## config.mk

```make
export PLATFORM = sky130hd
export DESIGN_NAME = alu_seq
export DESIGN_NICKNAME = d
export VERILOG_FILES = /design/src/rtl/alu_seq.sv
export SDC_FILE = /design/constraint.sdc
export NUM_CORES = 1
export LEC_CHECK = 0
export ABC_AREA = 1
export CORE_UTILIZATION = 37
export CTS_BUF_LIST = sky130_fd_sc_hd__clkbuf_2
export CTS_CLUSTER_DIAMETER = 200
export DETAILED_ROUTE_END_ITERATION = 10
export GPL_TIMING_DRIVEN = 0
export SLEW_MARGIN = 20
export SYNTH_ARGS = -nofsm -noshare
export SYNTH_HDL_FRONTEND = slang
export SYNTH_SLANG_ARGS = --single-unit
export TNS_END_PERCENT = 30
```

## constraint.sdc

```tcl
create_clock -name clk -period 4.9 [get_ports clk]
set_input_delay 0.98 -clock clk [delete_from_list [all_inputs] [get_ports clk]]
set_output_delay 0.98 -clock clk [all_outputs]
set_load 0.02 [all_outputs]
```

## src/rtl/alu_seq.sv

```systemverilog
// alu_seq: handshaked ALU; op 111 is an iterative shift-add MUL when ALU_SEQ_MUL_EN is defined, else W=B.
// Latency 1 cycle (MUL: WIDTH+1); in_ready low while BUSY or while a DONE result is stalled by out_ready=0.
module alu_seq #(
   parameter int WIDTH = 16
) (
   input  logic             clk,
   input  logic             rst,
   input  logic             in_valid,
   output logic             in_ready,
   input  logic [WIDTH-1:0] A,
   input  logic [WIDTH-1:0] B,
   input  logic             C,
   input  logic [2:0]       opcode,
   output logic             out_valid,
   input  logic             out_ready,
   output logic [WIDTH-1:0] W,
   output logic             zero,
   output logic             negative,
   output logic             carry,
   output logic             overflow
);

   localparam int SHW = $clog2(WIDTH);

   typedef enum logic [1:0] {
      IDLE = 2'd0,
      BUSY = 2'd1,
      DONE = 2'd2
   } state_t;

   typedef struct packed {
      logic [WIDTH-1:0] w;
      logic             cy;
      logic             ov;
   } res_t;

   state_t state_q, state_d;
   res_t   res_q, res_d;
   res_t   op_res;

   logic [WIDTH:0] add_u;
   logic [WIDTH:0] sub_u;

`ifdef ALU_SEQ_MUL_EN
   localparam int CW = $clog2(WIDTH);
   localparam logic [CW-1:0] LAST = CW'(WIDTH - 1);

   logic [WIDTH-1:0] acc_q, acc_d;
   logic [WIDTH-1:0] mcand_q, mcand_d;
   logic [WIDTH-1:0] mplier_q, mplier_d;
   logic [CW-1:0]    cnt_q, cnt_d;
`endif

   // Carry and borrow fall out of bit WIDTH of the zero-extended sum/difference.
   always_comb begin
      add_u = {1'b0, A} + {1'b0, B} + {{WIDTH{1'b0}}, C};
      sub_u = {1'b0, A} - {1'b0, B} - {{WIDTH{1'b0}}, C};
   end

   always_comb begin
      op_res = '0;
      case (opcode)
         3'b000: begin
            op_res.w  = add_u[WIDTH-1:0];
            op_res.cy = add_u[WIDTH];
            op_res.ov = (A[WIDTH-1] == B[WIDTH-1]) && (add_u[WIDTH-1] != A[WIDTH-1]);
         end
         3'b001: begin
            op_res.w  = sub_u[WIDTH-1:0];
            op_res.cy = sub_u[WIDTH];
            op_res.ov = (A[WIDTH-1] != B[WIDTH-1]) && (sub_u[WIDTH-1] != A[WIDTH-1]);
         end
         3'b010:  op_res.w = A & B;
         3'b011:  op_res.w = A | B;
         3'b100:  op_res.w = A ^ B;
         3'b101:  op_res.w = ~A;
         3'b110:  op_res.w = A << B[SHW-1:0];
`ifdef ALU_SEQ_MUL_EN
         default: op_res.w = '0;
`else
         default: op_res.w = B;
`endif
      endcase
   end

   always_comb begin
      state_d   = state_q;
      res_d     = res_q;
      in_ready  = 1'b0;
      out_valid = 1'b0;
`ifdef ALU_SEQ_MUL_EN
      acc_d     = acc_q;
      mcand_d   = mcand_q;
      mplier_d  = mplier_q;
      cnt_d     = cnt_q;
`endif

      case (state_q)
         IDLE: in_ready = 1'b1;
         BUSY: begin
`ifdef ALU_SEQ_MUL_EN
            // One multiplier bit per cycle; the product lands in W on the last bit.
            if (mplier_q[0]) begin
               acc_d = acc_q + mcand_q;
            end
            mcand_d  = mcand_q << 1;
            mplier_d = mplier_q >> 1;
            cnt_d    = cnt_q + CW'(1);
            if (cnt_q == LAST) begin
               state_d  = DONE;
               res_d.w  = acc_d;
               res_d.cy = 1'b0;
               res_d.ov = 1'b0;
               cnt_d    = '0;
            end
`else
            state_d = IDLE;
`endif
         end
         DONE: begin
            out_valid = 1'b1;
            in_ready  = out_ready;
            if (out_ready && !in_valid) begin
               state_d = IDLE;
            end
         end
         default: state_d = IDLE;
      endcase

      if (in_valid && in_ready) begin
`ifdef ALU_SEQ_MUL_EN
         if (opcode == 3'b111) begin
            state_d  = BUSY;
            acc_d    = '0;
            mcand_d  = A;
            mplier_d = B;
            cnt_d    = '0;
         end else begin
            state_d = DONE;
            res_d   = op_res;
         end
`else
         state_d = DONE;
         res_d   = op_res;
`endif
      end
   end

   always_ff @(posedge clk) begin
      if (rst) begin
         state_q  <= IDLE;
         res_q    <= '0;
`ifdef ALU_SEQ_MUL_EN
         acc_q    <= '0;
         mcand_q  <= '0;
         mplier_q <= '0;
         cnt_q    <= '0;
`endif
      end else begin
         state_q  <= state_d;
         res_q    <= res_d;
`ifdef ALU_SEQ_MUL_EN
         acc_q    <= acc_d;
         mcand_q  <= mcand_d;
         mplier_q <= mplier_d;
         cnt_q    <= cnt_d;
`endif
      end
   end

   assign W        = res_q.w;
   assign carry    = res_q.cy;
   assign overflow = res_q.ov;
   assign zero     = (res_q.w == '0);
   assign negative = res_q.w[WIDTH-1];

endmodule

```

# Word level (Yosys, flattened, before mapping)
# Index checks and enable logic that the tools add are counted.
dict set report totals {
  ram_bits 0
  latch_bits 0
  mem_bits_ro 0
  input_bits 40
  wordCells 47
  register_bits 20
  n_memories 0
  out_inout_bits 22
}
dict set report op_classes {
  div 0
  bitwise_logic 5
  n_mux 7
  order_cmp 0
  n_addsub 4
  n_reduce_logical 11
  shifts 1
  eq_ne 14
  n_mul 0
}
# operator n
set op_table {}
lappend op_table {{case mux 16 bit (7 select lines)} 1}
lappend op_table {{adder 16 x 16 -> 17 bit} 1}
lappend op_table {{adder 17 x 1 -> 17 bit} 1}
lappend op_table {{subtractor 16 x 16 -> 17 bit} 1}
lappend op_table {{subtractor 17 x 1 -> 17 bit} 1}
lappend op_table {{AND 16 bit} 1}
lappend op_table {{zero test 16 bit} 1}
lappend op_table {{NOT 16 bit} 1}
lappend op_table {{bitwise OR 16 bit} 1}
lappend op_table {{left shift 16 x 4 -> 16 bit} 1}
lappend op_table {{XOR 16 bit} 1}
lappend op_table {{equality test 3 bit (second input constant)} 3}
lappend op_table {{case mux 2 bit (2 select lines)} 2}
lappend op_table {{equality test 3 x 2 -> 1 bit (second input constant)} 2}
lappend op_table {{logical AND 1 bit} 4}
lappend op_table {{two-way mux 2 bit} 2}
lappend op_table {{inequality test 2 bit (second input constant)} 2}
lappend op_table {{AND reduction 2 bit} 2}
lappend op_table {{equality test 3 x 1 -> 1 bit (second input constant)} 1}
lappend op_table {{zero test 3 bit} 1}
lappend op_table {{inequality test 1 bit} 3}
lappend op_table {{inequality test 3 bit (second input constant)} 1}
lappend op_table {{equality test 2 bit (second input constant)} 1}
lappend op_table {{zero test 2 bit} 1}
lappend op_table {{other kinds (6)} 6}

# Depth between registers and ports, before layout
# Gate-level depths: netlist of the first run.
dict set report logic_depth {
  ltp_word 5
  ltp_mapped 17
}

# Worst setup path before layout of the first run
# Ideal clock, no wire load.
dict set report synth_path {
  path_type {input to register}
  startpoint {input port B[0]}
  endpoint {register res_q (netlist bit W[4])}
  n_path_buf 2
  setup_ns 0.132
  slack_ns 1.749
  cell_stages 12
  arrival_time_ns 3.019
  required_time_ns 4.768
  cell_sequence {buf_2 -> inv_2 -> buf_4 -> fa_1 -> fa_1 -> nor2_1 -> o21ai_0 -> or2_2 -> nand3_1 -> nand4_1 -> o211ai_1 -> a21oi_1}
}
dict set report synth_via {
  elab_chain_len 3
  elab_cells_between_ends 6
  classes_between {add/sub (4); shift (1); mux (1)}
}
# element line_no
set synth_lines {}
lappend synth_lines {{from (decl)} 11} ;# input logic [WIDTH-1:0] B,
lappend synth_lines {{subtractor 16 x 16 -> 17 bit or adder 16 x 16 -> 17 bit (tied branches)} {57, 56}}
lappend synth_lines {{subtractor 17 x 1 -> 17 bit or adder 17 x 1 -> 17 bit (tied branches)} {57, 56}}
lappend synth_lines {{case mux 16 bit (7 select lines) *} 62} ;# case (opcode)
lappend synth_lines {{to (signal assigned)} 161} ;# res_q <= res_d;
lappend synth_lines {{to (decl)} 38} ;# res_t res_q, res_d;
# Mark *: on every way between the ends. The rest lies on a longest branch, timed or not.
# A chain may end at the register's enable or synchronous reset.

# Final worst setup path of the first run
# Ends and elaborated chain as after synthesis.

==> key figures, run 1 <==
Run status
  • Status: finished clean

Clock tree
  • Number of setup buffers added after CTS: 0
  • Clock slew at reported path FFs: ~0.19 ns
  • CTS H-tree lvls: 1
  • Worst-Skew Late Latency: 0.32 ns
  • PostCTS Resize Cnt: 0
  • CTS max path bufs: 2
  • Root Buffer: clkbuf_2
  • Hold_buf cts: 0
  • Number of buffers created by CTS: 3
  • CTS tree: done
  • Clock sinks: 19

Pwr
  • P_leak: 0.00301 uW
  • Peak supply drop: between 0.08 and 0.09 mV
  • PwrDens: 156 mW/mm2

Critical path
  • CP max-delay cell: clkdlybuf4s50_1
  • CP cell instances: clkdlybuf4s50_1 -> buf_2 -> inv_2 -> buf_4 -> fa_1 -> fa_1 -> nor2_1 -> o21ai_0 -> or2_2 -> nand3_1 -> nand4_1 -> o211ai_1 -> a21oi_1
  • Worst Path Class, Setup: input port to register
  • CP startpoint: B[0]
  • RR Startpoint: state_q[1]$_SDFFE_PP0P_
  • Buffers plus inverters on the worst setup path: 4
  • Crit end category: register
  • Required @ worst endpoint: 5.12 ns
  • Startpoint Class: input port
  • Crit path max-delay family: buffers and inverters
  • Most frequent CP cell: fa_1
  • Largest stage delay on the critical path: 0.52 ns
  • CP Max Fanout: 12
  • Worst EP arrival: 4.16 ns

Synth
  • Yosys top cell by area: nand2_1
  • Syn avg cell area: around 5.4 um2
  • Register area share after synthesis: 0.0794
  • Yosys reg bits: 19
  • Asr flop ratio synth: 0
  • Top cells by area, synth: nand2_1, ha_1, nand3_1, inv_1, dfxtp_1
  • Synth top area share: 0.231
  • Post-synth EDFFs: 0
  • Most used DFF post-synth: dfxtp_1
  • Distinct cells, synth: 38
  • Synth Instances: 888
  • Mapped cell area: 0.00479 mm2
  • Yosys Warn Count: 0
  • Mapped Nets: just under 1000

GRT
  • Number of global-route vias before repair: 5359
  • Remaining Overflow, GRT: 0
  • Gr usage total: 0.274
  • Antenna violations before repair: 0
  • First-pass GRT wire length: roughly 28000 um
  • Largest net degree at the start of global routing: 14

Die
  • Initial Util: 0.380
  • Die area: 0.0134 mm2
  • I/O pins: slightly above 60
  • Row Count: 41
  • Core Region: about 0.013 mm2
  • Die width: roughly 120 um
  • Die Height: 116 um

Worst hold path
  • HP Class: register to register
  • HP Start: W[10]$_SDFFE_PP0P_

Timing
  • Final setup violating endpoints: 0
  • Skew final: 0.00499 ns
  • Worst Max-Slew Pin Slew: 0.540 ns
  • Final period utilization: 0.804
  • Peak Freq: 254 MHz
  • Rel. slew slack: 0.637
  • RSZ-0062 raised after global routing: false
  • Fin. max-slew vios: 0
  • Final min period: 3.94 ns
  • Hold Vio Cnt, Final: 0
  • Setup TNS Final: 0 ns

Finish
  • Area grow syn2layout: 17.2%
  • Antenna cells: 0
  • NumNets Final: 1059
  • Fraction of layout cells with a size suffix above 1: 0.0473
  • Post-route core utilization: 0.445
  • Filler cells: 1493

Routing
  • DR iter-0 viols: 418
  • Via count: between 5000 and 6000
  • Pre-antenna DRT Iters: 5
  • Detail Route Antenna Nets: 0
  • Avg Vias per Cell: just over 5
  • Final WL: 17600 um
  • DRC Markers: 0
  • Wire per inst: roughly 16 um

Placed design
  • GPL Wtd Cong: approximately 0.94
  • Port bufs: 59
  • DPL Wire Length: 14900 um

Job
  • Max-cap violation count: 0
-- final cells by class --
| cell class | count | area [um2] | area share |
|---|---|---|---|
| clock buffer | 3 | 15.0 | 0.00267 |
| inverter | 150 | 563 | 0.100 |
| tap | 172 | 215 | 0.0383 |
| sequential | 19 | 380 | 0.0677 |
| multi-input combinational | 698 | 3700 | 0.658 |
| buffer | 21 | 149 | 0.0265 |
| timing repair buffer | 59 | 591 | 0.105 |
| clock inverter | 1 | 5.00 | 0.000891 |
-- metal layers --
layer | up-vias | wire length (um) | global-route usage
met1 | 2588 | 8220 | 0.392
met5 | - | 0 | 0
met4 | 0 | 359 | 0.0581
li1 | 2944 | - | -
met2 | 203 | 7740 | 0.442
met3 | 14 | 1320 | 0.0309
-- worst register-to-register path, stage by stage, from the launching register on --
cell,delay [ns]
dfxtp_1,0.37
nand2_1,0.09
nand2_1,0.14
dlygate4sd1_1,0.55
a21oi_1,0.08
nand2_1,0.18
a21oi_1,0.09
-- layout by cell type, fill, tap and decap left out, types with 3 or more instances in the layout --
| master | netlist | routed |
|---|---|---|
| a21oi_1 | 69 | 69 |
| and2_1 | 3 | 3 |
| buf_2 | 7 | 7 |
| buf_4 | 5 | 5 |
| buf_6 | 3 | 3 |
| clkbuf_2 | 0 | 3 |
| clkdlybuf4s50_1 | 0 | 59 |
| dfxtp_1 | 19 | 19 |
| fa_1 | 4 | 4 |
| ha_1 | 63 | 63 |
| inv_1 | 142 | 142 |
| inv_2 | 8 | 8 |
| nand2_1 | 295 | 295 |
| nand3_1 | 111 | 111 |
| nand3_2 | 3 | 3 |
| nand3b_1 | 7 | 7 |
| nand4_1 | 10 | 10 |
| nor2_1 | 72 | 72 |
| nor3_1 | 8 | 8 |
| nor4_1 | 4 | 4 |
| o211ai_1 | 4 | 4 |
| o21ai_0 | 17 | 17 |
| o22ai_1 | 4 | 4 |
| or2_2 | 7 | 7 |
-- power breakdown --
part           leakage, uW  total [uW]  switching, uW  internal (uW)
Clock            0.0000164        70.5           52.1           18.5
Combinational      0.00284         628            397            230
Sequential        0.000156         178           9.97            168
-- cells by family (layout without fill, tap and decap cells) --
| kind of cell | count (synthesis) | count (layout) | share of synthesized area |
|---|---|---|---|
| adders and majority gates | 67 | 67 | 0.181 |
| xor gates and xnor gates | 1 | 1 | 0.00183 |
| buffers and inverters | 171 | 234 | 0.149 |
| DFF | 19 | 19 | 0.0794 |
| and+or+nand+nor | 527 | 527 | 0.474 |
| AOI/OAI and AO/OA | 103 | 103 | 0.115 |
-- through the flow --
| stage | total power, uW | hold WS (ns) | instances | setup WS, ns | instance area [um2] |
|---|---|---|---|---|---|
| detailed placement | 798 | 0.480 | 1119 | 0.578 | 5600 |
| finish | 876 | 0.498 | 1123 | 0.963 | 5620 |
| global route | 965 | 0.525 | 1123 | 0.720 | 5620 |
| CTS | 868 | 0.502 | 1123 | 0.931 | 5620 |
| floorplan | 590 | 0.555 | 888 | 1.75 | 4790 |
| global placement | 795 | 0.475 | 1119 | 0.552 | 5600 |
-- final timing paths --
kind / cells after the start / slack, ns / end
max reg2reg: 6 / 3.31 / W[5]$_SDFFE_PP0P_
min reg2reg: 2 / 0.50 / W[10]$_SDFFE_PP0P_
min: 2 / 0.50 / W[10]$_SDFFE_PP0P_
max: 13 / 0.96 / W[4]$_SDFFE_PP0P_
-- registers in the layout (all words and copies together) (netlist names) --
signal	flops
W	16
overflow	1
state_q	1
carry	1
-- cell usage after synthesis, types with 2 or more instances --
| library cell | instances |
|---|---|
| a21oi_1 | 69 |
| a221oi_1 | 2 |
| and2_1 | 3 |
| buf_2 | 7 |
| buf_4 | 5 |
| buf_6 | 3 |
| clkbuf_1 | 2 |
| dfxtp_1 | 19 |
| dlygate4sd1_1 | 2 |
| fa_1 | 4 |
| ha_1 | 63 |
| inv_1 | 142 |
| inv_2 | 8 |
| nand2_1 | 295 |
| nand2_2 | 2 |
| nand3_1 | 111 |
| nand3_2 | 3 |
| nand3b_1 | 7 |
| nand4_1 | 10 |
| nor2_1 | 72 |
| nor2_2 | 2 |
| nor2_4 | 2 |
| nor3_1 | 8 |
| nor4_1 | 4 |
| o211ai_1 | 4 |
| o21ai_0 | 17 |
| o21ai_1 | 2 |
| o22ai_1 | 4 |
| or2_2 | 7 |
Note: power is estimated with default switching activity, not from simulation.
==> run 2, diff against run 1 <==
- clock period: 4.9 -> 3.7 ns (I/O delays scaled with it)
==> run 2 against run 1 <==
- clock power is 32% higher
- worst hold slack improved by 0.0024 ns
- critical path depth stayed put
- power up 33%
- flip-flop and latch count unchanged
- global-route usage is essentially flat
- via count grew 0.14%
- count of clock-buffer cells in the layout unchanged
- final cell count is the same
- combinational power increased by 33%
- highest routed layer unchanged
==> key figures, run 2 (synthesis results as in run 1) <==
GRT
  • Most used routing layer: met2
  • First-pass GRT wire length: 28200 um (about the same)
  • Largest net degree at the start of global routing: 14 (unchanged)
  • Remaining Overflow, GRT: 0 (unchanged)
  • Number of global-route vias before repair: 5359 (unchanged)
  • Grt met1 use: 0.392 (about the same)
  • M2 GR Usage: 0.442 (unchanged)
  • GR Util met3: 0.0309 (unchanged)
  • Antenna violations before repair: 0 (unchanged)
  • Gr usage total: 0.274 (about the same)

Worst hold path
  • HP Start: W[9]$_SDFFE_PP0P_
  • HP Class: register to register
  • Worst hold endpoint: W[9]$_SDFFE_PP0P_
  • Hold path cells: 2 (unchanged)

Pwr
  • Peak supply drop: 0.106 mV (+32%)
  • Final Power: 1160 uW (+33%)
  • Clock network power share: 0.080 (about the same)
  • Seq pwr share: 0.202 (about the same)
  • P_leak: 0.00301 uW (about the same)
  • Sw frac: 0.524 (about the same)
  • PwrDens: 206 mW/mm2 (+32%)
  • Comb pwr share: 0.717 (about the same)
  • Int Pwr: 553 uW (+33%)
  • Switch Pwr: 609 uW (+33%)

Finish
  • Most common cell after layout, fill and taps aside: nand2_1
  • Area grow syn2layout: 17.4%
  • Most frequent cells in the layout: nand2_1, inv_1, nand3_1, nor2_1, a21oi_1
  • Largest register FFs: 16 (unchanged)
  • Fraction of layout cells with a size suffix above 1: 0.0494 (+0.00210)
  • Post-route core utilization: 0.446 (+0.000595)
  • Final Non-Filler Cells: 1123 (unchanged)
  • NumNets Final: 1059 (unchanged)
  • Antenna cells: 0 (unchanged)

Clock tree
  • Number of setup buffers added after CTS: 0 (unchanged)
  • CTS tree: done
  • CTS H-tree lvls: 1 (unchanged)
  • Number of buffers created by CTS: 3 (unchanged)
  • CTS max path bufs: 2 (unchanged)
  • Root Buffer: clkbuf_2
  • Worst-Skew Late Latency: 0.32 ns (about the same)
  • Clock slew at reported path FFs: 0.19 ns (about the same)
  • Clock sinks: 19 (unchanged)

Timing
  • Peak Freq: between 200 and 300 MHz
  • Worst Max-Slew Pin Slew: 0.545 ns (+0.00444 ns)
  • Fin. max-slew vios: 0 (unchanged)
  • Skew final: 0.00588 ns (+0.000883 ns)
  • Final setup violating endpoints: 0 (unchanged)
  • Setup TNS Final: 0 ns (unchanged)
  • Final period utilization: 0.933
  • Rel. slew slack: 0.634 (-0.00298)
  • Final min period: between 3 and 4 ns
  • RSZ-0062 raised after global routing: false
  • Hold Vio Cnt, Final: 0 (unchanged)

Critical path
  • Startpoint Class: input port
  • Worst R2R End: W[5]$_SDFFE_PP0P_
  • CP Max Fanout: 12 (unchanged)
  • Setup slack, reg-to-reg: 2.10 ns (-1.21 ns)
  • Reg2Reg Depth: 6 (unchanged)
  • Worst Path Class, Setup: input port to register
  • Worst EP arrival: 3.68 ns (-0.48 ns)
  • Crit end category: register
  • RR Startpoint: state_q[1]$_SDFFE_PP0P_
  • Required @ worst endpoint: 3.93 ns (-1.19 ns)

Routing
  • Avg Vias per Cell: 5.13 (+0.14%)
  • DRC Markers: 0 (unchanged)
  • Wire per inst: 15.7 um (-0.16%)
  • DR iter-0 viols: 471 (+13%)
  • Detail Route Antenna Nets: 0 (unchanged)
  • Pre-antenna DRT Iters: 5 (unchanged)
  • Via count: 5757 (+0.14%)
  • Final WL: 17600 um (-0.16%)

Die
  • I/O pins: 62 (unchanged)
  • Die Height: 116 um (unchanged)
  • Die area: 0.0134 mm2 (unchanged)
  • Initial Util: 0.380 (unchanged)
  • Die width: 116 um (unchanged)
  • Core Region: 0.0126 mm2 (unchanged)
  • Row Count: 41 (unchanged)

Run status
  • Status: finished clean

Placed design
  • GPL Wtd Cong: 0.945 (unchanged)
  • DP Cell Count: 1119 (unchanged)
  • DPL Wire Length: 14900 um (unchanged)
  • Port bufs: 59 (unchanged)

Job
  • Max-cap violation count: 0 (unchanged)
run 2: cell types whose count changed in the layout (fill, tap and decap cells not counted):
cell / before / now
fa_1: 4 / 2
fa_2: 0 / 2
buf_2: 7 / 6
clkbuf_4: 0 / 1
o21ai_0: 17 / 16
o21ai_1: 2 / 3
run 2: cell type report:
cell class	instances	area [um2]
buffer	21	151
timing repair buffer	59	591
inverter	150	563
clock buffer	3	15.0
sequential	19	380
fill	1490	7000
clock inverter	1	5.00
multi-input combinational	698	3700
tap	172	215
run 2: what timing repair did:
item                                    4_1_cts  5_1_grt
hold buffers                                  0        0
pin swaps                                     0        0
gates resized for setup                       1        3
endpoints found under the setup margin        1        3
run 2: critical path, stage by stage:
cell             delay (ns)
clkdlybuf4s50_1        0.52
clkbuf_4               0.21
inv_2                  0.09
buf_4                  0.20
fa_2                   0.42
fa_2                   0.40
nor2_1                 0.16
o21ai_1                0.12
or2_2                  0.29
nand3_1                0.11
nand4_1                0.10
o211ai_1               0.20
a21oi_1                0.12
run 2: how the worst max path moves through the flow:
stage | cells past startpoint | end | startpoint | slack [ns]
2_1_floorplan | 12 | W[4]$_SDFFE_PP0P_ | B[0] | 0.79
3_3_place_gp | 13 | W[4]$_SDFFE_PP0P_ | B[0] | -0.41
3_5_place_dp | 13 | W[4]$_SDFFE_PP0P_ | B[0] | -0.38
4_1_cts | 13 | W[4]$_SDFFE_PP0P_ | B[0] | 0.05
5_1_grt | 13 | W[4]$_SDFFE_PP0P_ | B[0] | 0.04
6_report | 13 | W[4]$_SDFFE_PP0P_ | B[0] | 0.25
run 2: routing by layer:
layer / vias up / part of all wire / wire [um]
met2: 180 / 0.44 / 7770
met3: 12 / 0.074 / 1300
li1: 2945 / - / -
met5: - / 0 / 0
met4: 0 / 0.020 / 345
met1: 2620 / 0.47 / 8210
run 2: power by group through the flow:
stage	Sequential, uW	Combinational [uW]	Clock (uW)
3_5_place_dp	240	817	0
4_1_cts	235	822	93.1
2_1_floorplan	258	524	0
3_3_place_gp	240	814	0
6_report	235	833	93.3
5_1_grt	238	938	104
run 2: per-stage QoR:
stage	worst slack, ns	hold WS, ns	instance area, um2
after floorplan	0.789	0.555	4790
after global placement	-0.408	0.475	5600
after detailed placement	-0.382	0.480	5600
after CTS	0.0509	0.502	5620
after global routing	0.0385	0.525	5620
final	0.247	0.500	5620
